<file path="config.mk">
export PLATFORM = sky130hd
export DESIGN_NAME = dwrr_pkt_sched
export DESIGN_NICKNAME = d
export VERILOG_FILES = /design/src/rtl/dwrr_pkt_sched.sv
export SDC_FILE = /design/constraint.sdc
export NUM_CORES = 1
export LEC_CHECK = 0
export CAP_MARGIN = 5
export CORE_UTILIZATION = 54
export CTS_BUF_LIST = sky130_fd_sc_hd__clkbuf_2
export CTS_CLUSTER_DIAMETER = 50
export DETAILED_ROUTE_END_ITERATION = 8
export GPL_ROUTABILITY_DRIVEN = 1
export GPL_TIMING_DRIVEN = 1
export PLACE_DENSITY = 0.81
export SLEW_MARGIN = 20
export SYNTH_ARGS = -nofsm -noshare
export SYNTH_HDL_FRONTEND = slang
export SYNTH_SLANG_ARGS = --single-unit
</file>
<file path="constraint.sdc">
create_clock -name clk -period 4.3 [get_ports clk]
set_clock_uncertainty 0.2 [all_clocks]
set_input_delay 1.075 -clock clk [delete_from_list [all_inputs] [get_ports clk]]
set_output_delay 1.075 -clock clk [all_outputs]
set_load 0.01 [all_outputs]
</file>
<file path="src/rtl/dwrr_pkt_sched.sv">
// Deficit-weighted round-robin scheduler: shares one beat-per-cycle link among
// NUM_REQS packet queues using per-queue quanta and deficit counters.
module dwrr_pkt_sched #(
  parameter int NUM_REQS = 4,
  parameter int QWID     = 8,
  parameter int LWID     = 4,
  parameter int CNTWID   = $clog2(NUM_REQS)
) (
  input  logic                     clk,
  input  logic                     rst,
  input  logic                     blk,
  input  logic [NUM_REQS-1:0]      reqs,
  input  logic [NUM_REQS*LWID-1:0] req_lens,
  input  logic [NUM_REQS*QWID-1:0] input_quantums,
  output logic [NUM_REQS-1:0]      gnt,
  output logic                     xfer,
  output logic                     sop,
  output logic                     eop,
  output logic [CNTWID-1:0]        cur_idx
);

  // state | meaning
  // SCAN  | one credit / check / skip decision for queue ptr per cycle
  // SEND  | grant held on queue ptr until the last beat of its packet moves
  typedef enum logic {SCAN, SEND} state_t;

  state_t            state, state_nxt;
  logic [CNTWID-1:0] ptr, ptr_nxt;
  logic              visit, visit_nxt;
  logic [LWID-1:0]   beat_cnt, beat_nxt;
  logic [LWID-1:0]   len_q, len_nxt;
  logic [QWID-1:0]   def_cnt [NUM_REQS];
  logic              def_we;
  logic [QWID-1:0]   def_wdata;

  logic [LWID-1:0]   lens_a  [NUM_REQS];
  logic [QWID-1:0]   quant_a [NUM_REQS];
  logic [LWID-1:0]   head_len;
  logic [QWID:0]     credit_sum;
  logic [QWID-1:0]   credit_sat;
  logic [CNTWID-1:0] ptr_inc;

  always_comb begin
    for (int i = 0; i < NUM_REQS; i++) begin
      lens_a[i]  = req_lens[i*LWID +: LWID];
      quant_a[i] = input_quantums[i*QWID +: QWID];
    end
  end

  // A zero length field still occupies one beat on the link.
  assign head_len   = (lens_a[ptr] == '0) ? LWID'(1) : lens_a[ptr];
  assign credit_sum = {1'b0, def_cnt[ptr]} + {1'b0, quant_a[ptr]};
  assign credit_sat = credit_sum[QWID] ? '1 : credit_sum[QWID-1:0];
  assign ptr_inc    = (ptr == CNTWID'(NUM_REQS - 1)) ? '0 : ptr + 1'b1;
  assign cur_idx    = ptr;

  always_comb begin
    state_nxt = state;
    ptr_nxt   = ptr;
    visit_nxt = visit;
    beat_nxt  = beat_cnt;
    len_nxt   = len_q;
    def_we    = 1'b0;
    def_wdata = def_cnt[ptr];
    gnt       = '0;
    sop       = 1'b0;
    eop       = 1'b0;

    case (state)
      SCAN: begin
        if (!reqs[ptr]) begin
          def_we    = 1'b1;
          def_wdata = '0;
          visit_nxt = 1'b0;
          ptr_nxt   = ptr_inc;
        end else if (!visit) begin
          def_we    = 1'b1;
          def_wdata = credit_sat;
          visit_nxt = 1'b1;
        end else if (def_cnt[ptr] >= QWID'(head_len)) begin
          len_nxt   = head_len;
          beat_nxt  = head_len;
          state_nxt = SEND;
        end else begin
          visit_nxt = 1'b0;
          ptr_nxt   = ptr_inc;
        end
      end

      SEND: begin
        gnt[ptr] = 1'b1;
        sop      = (beat_cnt == len_q);
        eop      = (beat_cnt == LWID'(1));
        if (!blk) begin
          beat_nxt = beat_cnt - 1'b1;
          // visit stays set so the same queue is re-checked next cycle
          if (eop) begin
            def_we    = 1'b1;
            def_wdata = def_cnt[ptr] - QWID'(len_q);
            state_nxt = SCAN;
          end
        end
      end

      default: state_nxt = SCAN;
    endcase

    xfer = (|gnt) & ~blk;
  end

  always_ff @(posedge clk) begin
    if (rst) begin
      state    <= SCAN;
      ptr      <= '0;
      visit    <= 1'b0;
      beat_cnt <= '0;
      len_q    <= '0;
      for (int i = 0; i < NUM_REQS; i++) def_cnt[i] <= '0;
    end else begin
      state    <= state_nxt;
      ptr      <= ptr_nxt;
      visit    <= visit_nxt;
      beat_cnt <= beat_nxt;
      len_q    <= len_nxt;
      if (def_we) def_cnt[ptr] <= def_wdata;
    end
  end

endmodule

</file>
# Yosys cells after proc, flatten, opt, wreduce, memory -nomap -nowiden
# Memories as Yosys holds them, arrays and structs flattened. A register that Yosys moved wholly into a read port is not among the register bits.
# Cells that the tools add are included.
[op_classes]
addsub = 4
n_lt_le_gt_ge = 4
eq_ne = 9
mux = 52
bitwise = 4
n_reduce_logical = 7
[ops]
columns = ["op", "count"]
rows = [
  ["$mux W8", 8],
  ["$mux W4", 8],
  ["$mux W1", 21],
  ["$bmux W8 S2", 1],
  ["$pmux W8 S2", 1],
  ["$mux W2", 7],
  ["$ne A2 B2 Y1 const B", 6],
  ["$add A8 B8 Y9", 1],
  ["$bmux W4 S2", 1],
  ["$ge A8 B4 Y1", 1],
  ["$pmux W4 S2", 1],
  ["$reduce_and A4 Y1", 2],
  ["$reduce_or A8 Y1", 1],
  ["$sub A8 B4 Y8", 1],
  ["$eq A4 B1 Y1 const B", 1],
  ["$eq A4 B4 Y1", 1],
  ["$logic_not A4 Y1", 1],
  ["$pmux W1 S2", 2],
  ["$reduce_or A4 Y1", 1],
  ["$sub A4 B1 Y4 const B", 1],
  ["$ge A3 B3 Y1 const B", 1],
  ["$lt A2 B3 Y1 const B", 1],
  ["$not A2 Y3", 1],
  ["$reduce_and A3 Y1", 1],
  ["8 further kinds", 9],
]
[word_totals]
register_bits = 12
mem_bits_rw = 32
inputBits = 55
output_inout_bits = 9
wordCells = 86
memories = 1
[mem_list]
columns = ["name", "words", "word_bits", "rd", "rd_ports_with_merged_regs", "write_ports", "line_no", "text"]
rows = [
  ["def_cnt", 4, 8, 1, 1, 4, "32", "logic [QWID-1:0] def_cnt [NUM_REQS];"],
]

# Longest topological paths before layout
[logic_depth]
word_depth = 12
ltp_mapped = 11
depth_no_buf = 10

# Worst setup path after synthesis
# Ideal clock, no wire load.
[synth_path]
path_type = "reg-to-reg"
from = "reg ptr[0], in the netlist cur_idx[0]"
to = "mem def_cnt[0][7] (data pin)"
setup_ps = 266
arrival_ps = 3384
t_required_ps = 3834
setup_slack_ps = 451
stages_incl_launch_ff = 12
path_cell_list = "dfxtp_1 -> buf_6 -> buf_1 -> mux4_2 -> ha_1 -> fa_1 -> a211oi_1 -> o211ai_1 -> nand2_1 -> o21ai_0 -> a32oi_1 -> nor2_1"
[synth_lines]
columns = ["item", "line_no", "text"]
rows = [
  ["start, declared", "28", "logic [CNTWID-1:0] ptr, ptr_nxt;"],
  ["start signal, assigned", "121", "ptr <= ptr_nxt;"],
  ["end, declared", "32", ""],
]

==> impl_metrics.env <==
export IMPL_max_stage_delay_ns=0.48
export IMPL_whs_endpoint="len_q[2]"
export IMPL_drtIter0Drc=179
export IMPL_synth_nets=399
export IMPL_clk_latency_ns=0.44
export IMPL_clkTransAtPathRegs_ns=0.26
export IMPL_rows=28
export IMPL_cts_num_sinks=46
export IMPL_via_per_inst=6.16
export IMPL_ff2ff_path_depth=9
export IMPL_r2r_start="cur_idx[1]"
export IMPL_r2r_setup_slack_ns=0.62
export IMPL_period_minus_slack_ns=3.96
export IMPL_power_leakage_nw=1.60
export IMPL_final_setup_worst_slack_ns=0.339
export IMPL_die_h_um=81.3
export IMPL_p_seq_frac=0.245
export IMPL_cap_violations=0
export IMPL_port_buffers=63
export IMPL_max_freq_mhz=252
export IMPL_multi_input_area_mm2=0.00201
export IMPL_ys_seq_elements=46
export IMPL_antenna_found_initial=0
export IMPL_die_area_mm2=0.00661
export IMPL_status="finished clean"
export IMPL_netlist_area_mm2=0.00340
export IMPL_clockBufferDepth=2
export IMPL_critPathSlowestCell="mux4_2"
export IMPL_cts_resized=0
export IMPL_nets=465
export IMPL_setup_viol=0
export IMPL_rsz0062_at_grt="false"
export IMPL_hp_start="len_q[2]"
export IMPL_synth_async_reset_ratio=0
export IMPL_ant_nets=0
export IMPL_finalHoldViolations=0
export IMPL_yosysMostFrequentCell="nor2_1"
export IMPL_area_growth_syn_to_layout_pct=23.8
export IMPL_post_cts_buffers=0
export IMPL_synth_edf_count=32
export IMPL_path_max_fanout=5
export IMPL_tritoncts="yes"
export IMPL_grt_pass1_vias=2798
export IMPL_initial_core_util=0.567
export IMPL_cts_inserted_buffers=5
export IMPL_crit_required_ns=4.31
export IMPL_worstPathCellList="clkdlybuf4s50_1 -> mux4_2 -> ha_1 -> fa_1 -> a211oi_1 -> o211ai_1 -> nand2_1 -> o21ai_0 -> a32oi_1 -> nor2_1"
export IMPL_drc=0
export IMPL_powerDensity_mw_per_mm2=765
export IMPL_synth_ff_type="edfxtp_1"
export IMPL_worst_slew_pin_slew_ns=0.642
export IMPL_routed_wl_mm=8.33
export IMPL_cts_htree_levels=2
export IMPL_place_ws_ns=-0.0908
export IMPL_internal_power_w=0.00171
export IMPL_pwr_share_comb=0.675
export IMPL_period_share=0.921
export IMPL_max_slew_margin=0.571
export IMPL_p_sw_w=0.00151
export IMPL_routedWlPerCell_um=18.0
export IMPL_drive_gt1_frac=0.140
export IMPL_antenna_cells=0
export IMPL_sw_frac_of_total=0.469
export IMPL_worst_ir_drop_vdd_mv=0.443
export IMPL_report_power_total_w=0.00322
export IMPL_synth_cell_types=56
export IMPL_fillers=485
export IMPL_core_area_mm2=0.00599
export IMPL_die_w_um=81.3
export IMPL_critPathArrivalTime_ns=3.97
export IMPL_grt_max_degree=21
export IMPL_critPathLaunchType="input pin"
export IMPL_seq_area_mm2=0.00124
export IMPL_critPathKind="in2reg"
export IMPL_synth_top_area_frac=0.283
export IMPL_synth_top_area_cell="edfxtp_1"
export IMPL_worstHoldPathCells=2
export IMPL_pwr_share_clk=0.080
export IMPL_detail_route_first_pass_iterations=5
export IMPL_routabilityCongestion=0.902
export IMPL_yosysWarnings=0
export IMPL_synth_seq_area_share=0.365
export IMPL_hold_class="reg2reg"
export IMPL_syn_inst=320
export IMPL_end_kind="flop"
export IMPL_cts_root_buffer="clkbuf_2"
export IMPL_synth_common_cells="nor2_1, edfxtp_1, ha_1"
export IMPL_yosys_top_cells_area="edfxtp_1, mux4_2, dfxtp_1, ha_1, nor2_1"
export IMPL_regToRegEndpoint="def_cnt[2][5]"
export IMPL_route_vias_total=2846
export IMPL_grt_total_usage=0.268
export IMPL_final_max_slew_viol_count=0
export IMPL_grt_pass1_wl_mm=13.0
export IMPL_dp_hpwl_mm=6.46
export IMPL_ios=64
export IMPL_syn_avg_cell_area_um2=10.6
export IMPL_grt_overflow_total=0
export IMPL_ctsHoldBuffers=0
==> logic make-up (layout without fill, tap and decap cells) <==
kind of cell / count (synthesis) / after routing / synth area share
DFF: 46 / 46 / 0.365
muxes: 28 / 28 / 0.157
adders and majority gates: 24 / 24 / 0.0928
xor gates and xnor gates: 10 / 10 / 0.0258
buffers and inverters: 33 / 100 / 0.0431
AOI/OAI and AO/OA: 75 / 75 / 0.161
and+or+nand+nor: 104 / 104 / 0.155
==> per-layer routing <==
layer / vias up / share of wire / global-route usage / wire (um)
li1: 1334 / - / - / -
met1: 1375 / 0.41 / 0.345 / 3400
met2: 125 / 0.50 / 0.445 / 4150
met3: 12 / 0.075 / 0.0483 / 621
met4: 0 / 0.019 / 0.105 / 157
met5: - / 0 / 0 / 0
==> worst max-delay path, delay by kind of cell <==
family | cells | cell delay, ns
and+or+nand+nor | 2 | 0.28
AOI/OAI and AO/OA | 4 | 1.13
buffers and inverters | 1 | 0.39
muxes | 1 | 0.48
adders and majority gates | 2 | 0.62
==> cell type report <==
cell class | instances | share of cell area
flip-flops and latches | 46 | 0.295
inverters | 16 | 0.0143
multi-input cells | 241 | 0.478
repair buffers | 76 | 0.173
clock buffers | 5 | 0.00595
well taps | 75 | 0.0223
clock inverters | 3 | 0.0116
==> how the worst max path moves through the flow <==
| stage | start | end | slack [ns] | cells past startpoint |
|---|---|---|---|---|
| after floorplan | cur_idx[0] | def_cnt[0][7] | 0.45 | 11 |
| after CTS | cur_idx[1] | xfer | 0.37 | 6 |
| after detailed placement | input_quantums[24] | def_cnt[2][5] | -0.09 | 10 |
| final | input_quantums[24] | def_cnt[2][5] | 0.34 | 10 |
| after global routing | input_quantums[8] | def_cnt[2][5] | 0.17 | 10 |
| after global placement | input_quantums[24] | def_cnt[0][5] | 0.05 | 10 |
==> layout by cell type, fill, tap and decap left out, types with 4 or more instances in the layout <==
master	synthesis	layout
a211oi_1	7	7
a21o_1	6	6
a21oi_1	15	15
and2_1	9	9
buf_4	0	13
clkbuf_2	1	5
clkdlybuf4s50_1	0	63
dfxtp_1	14	14
edfxtp_1	32	32
ha_1	22	22
inv_1	15	15
mux2i_1	6	6
mux4_2	20	20
nand2_1	13	13
nand2b_1	11	11
nor2_1	43	43
nor2b_1	10	10
nor3_1	5	5
o21ai_0	14	14
o22ai_1	4	4
xnor2_1	4	4
xor2_1	6	6
==> per-stage QoR <==
step	area [um^2]	TNS, ns	utilization	cells	hold slack [ns]
floorplan	3400	0	-	320	0.261
global placement	4130	0	0.690	454	0.275
detailed placement	4130	-0.276	0.690	454	0.277
CTS	4210	0	0.702	462	0.303
global route	4210	0	0.702	462	0.332
finish	4210	0	0.702	462	0.304
==> power groups by stage <==
stage	sequential [W]	combinational [W]	clock (W)
2_1_floorplan	0.000721	0.00163	0
4_1_cts	0.000790	0.00215	0.000259
5_1_grt	0.000808	0.00238	0.000274
6_report	0.000788	0.00217	0.000258
3_3_place_gp	0.000792	0.00208	0
3_5_place_dp	0.000803	0.00213	0
==> state kept, by name, indices dropped and copies added, names as in the netlist, named ones only <==
| signal | count |
|---|---|
| state | 1 |
| def_cnt | 32 |
| visit | 1 |
| len_q | 4 |
| beat_cnt | 4 |
| cur_idx | 2 |
No activity file was read; power rests on OpenSTA's default activity.
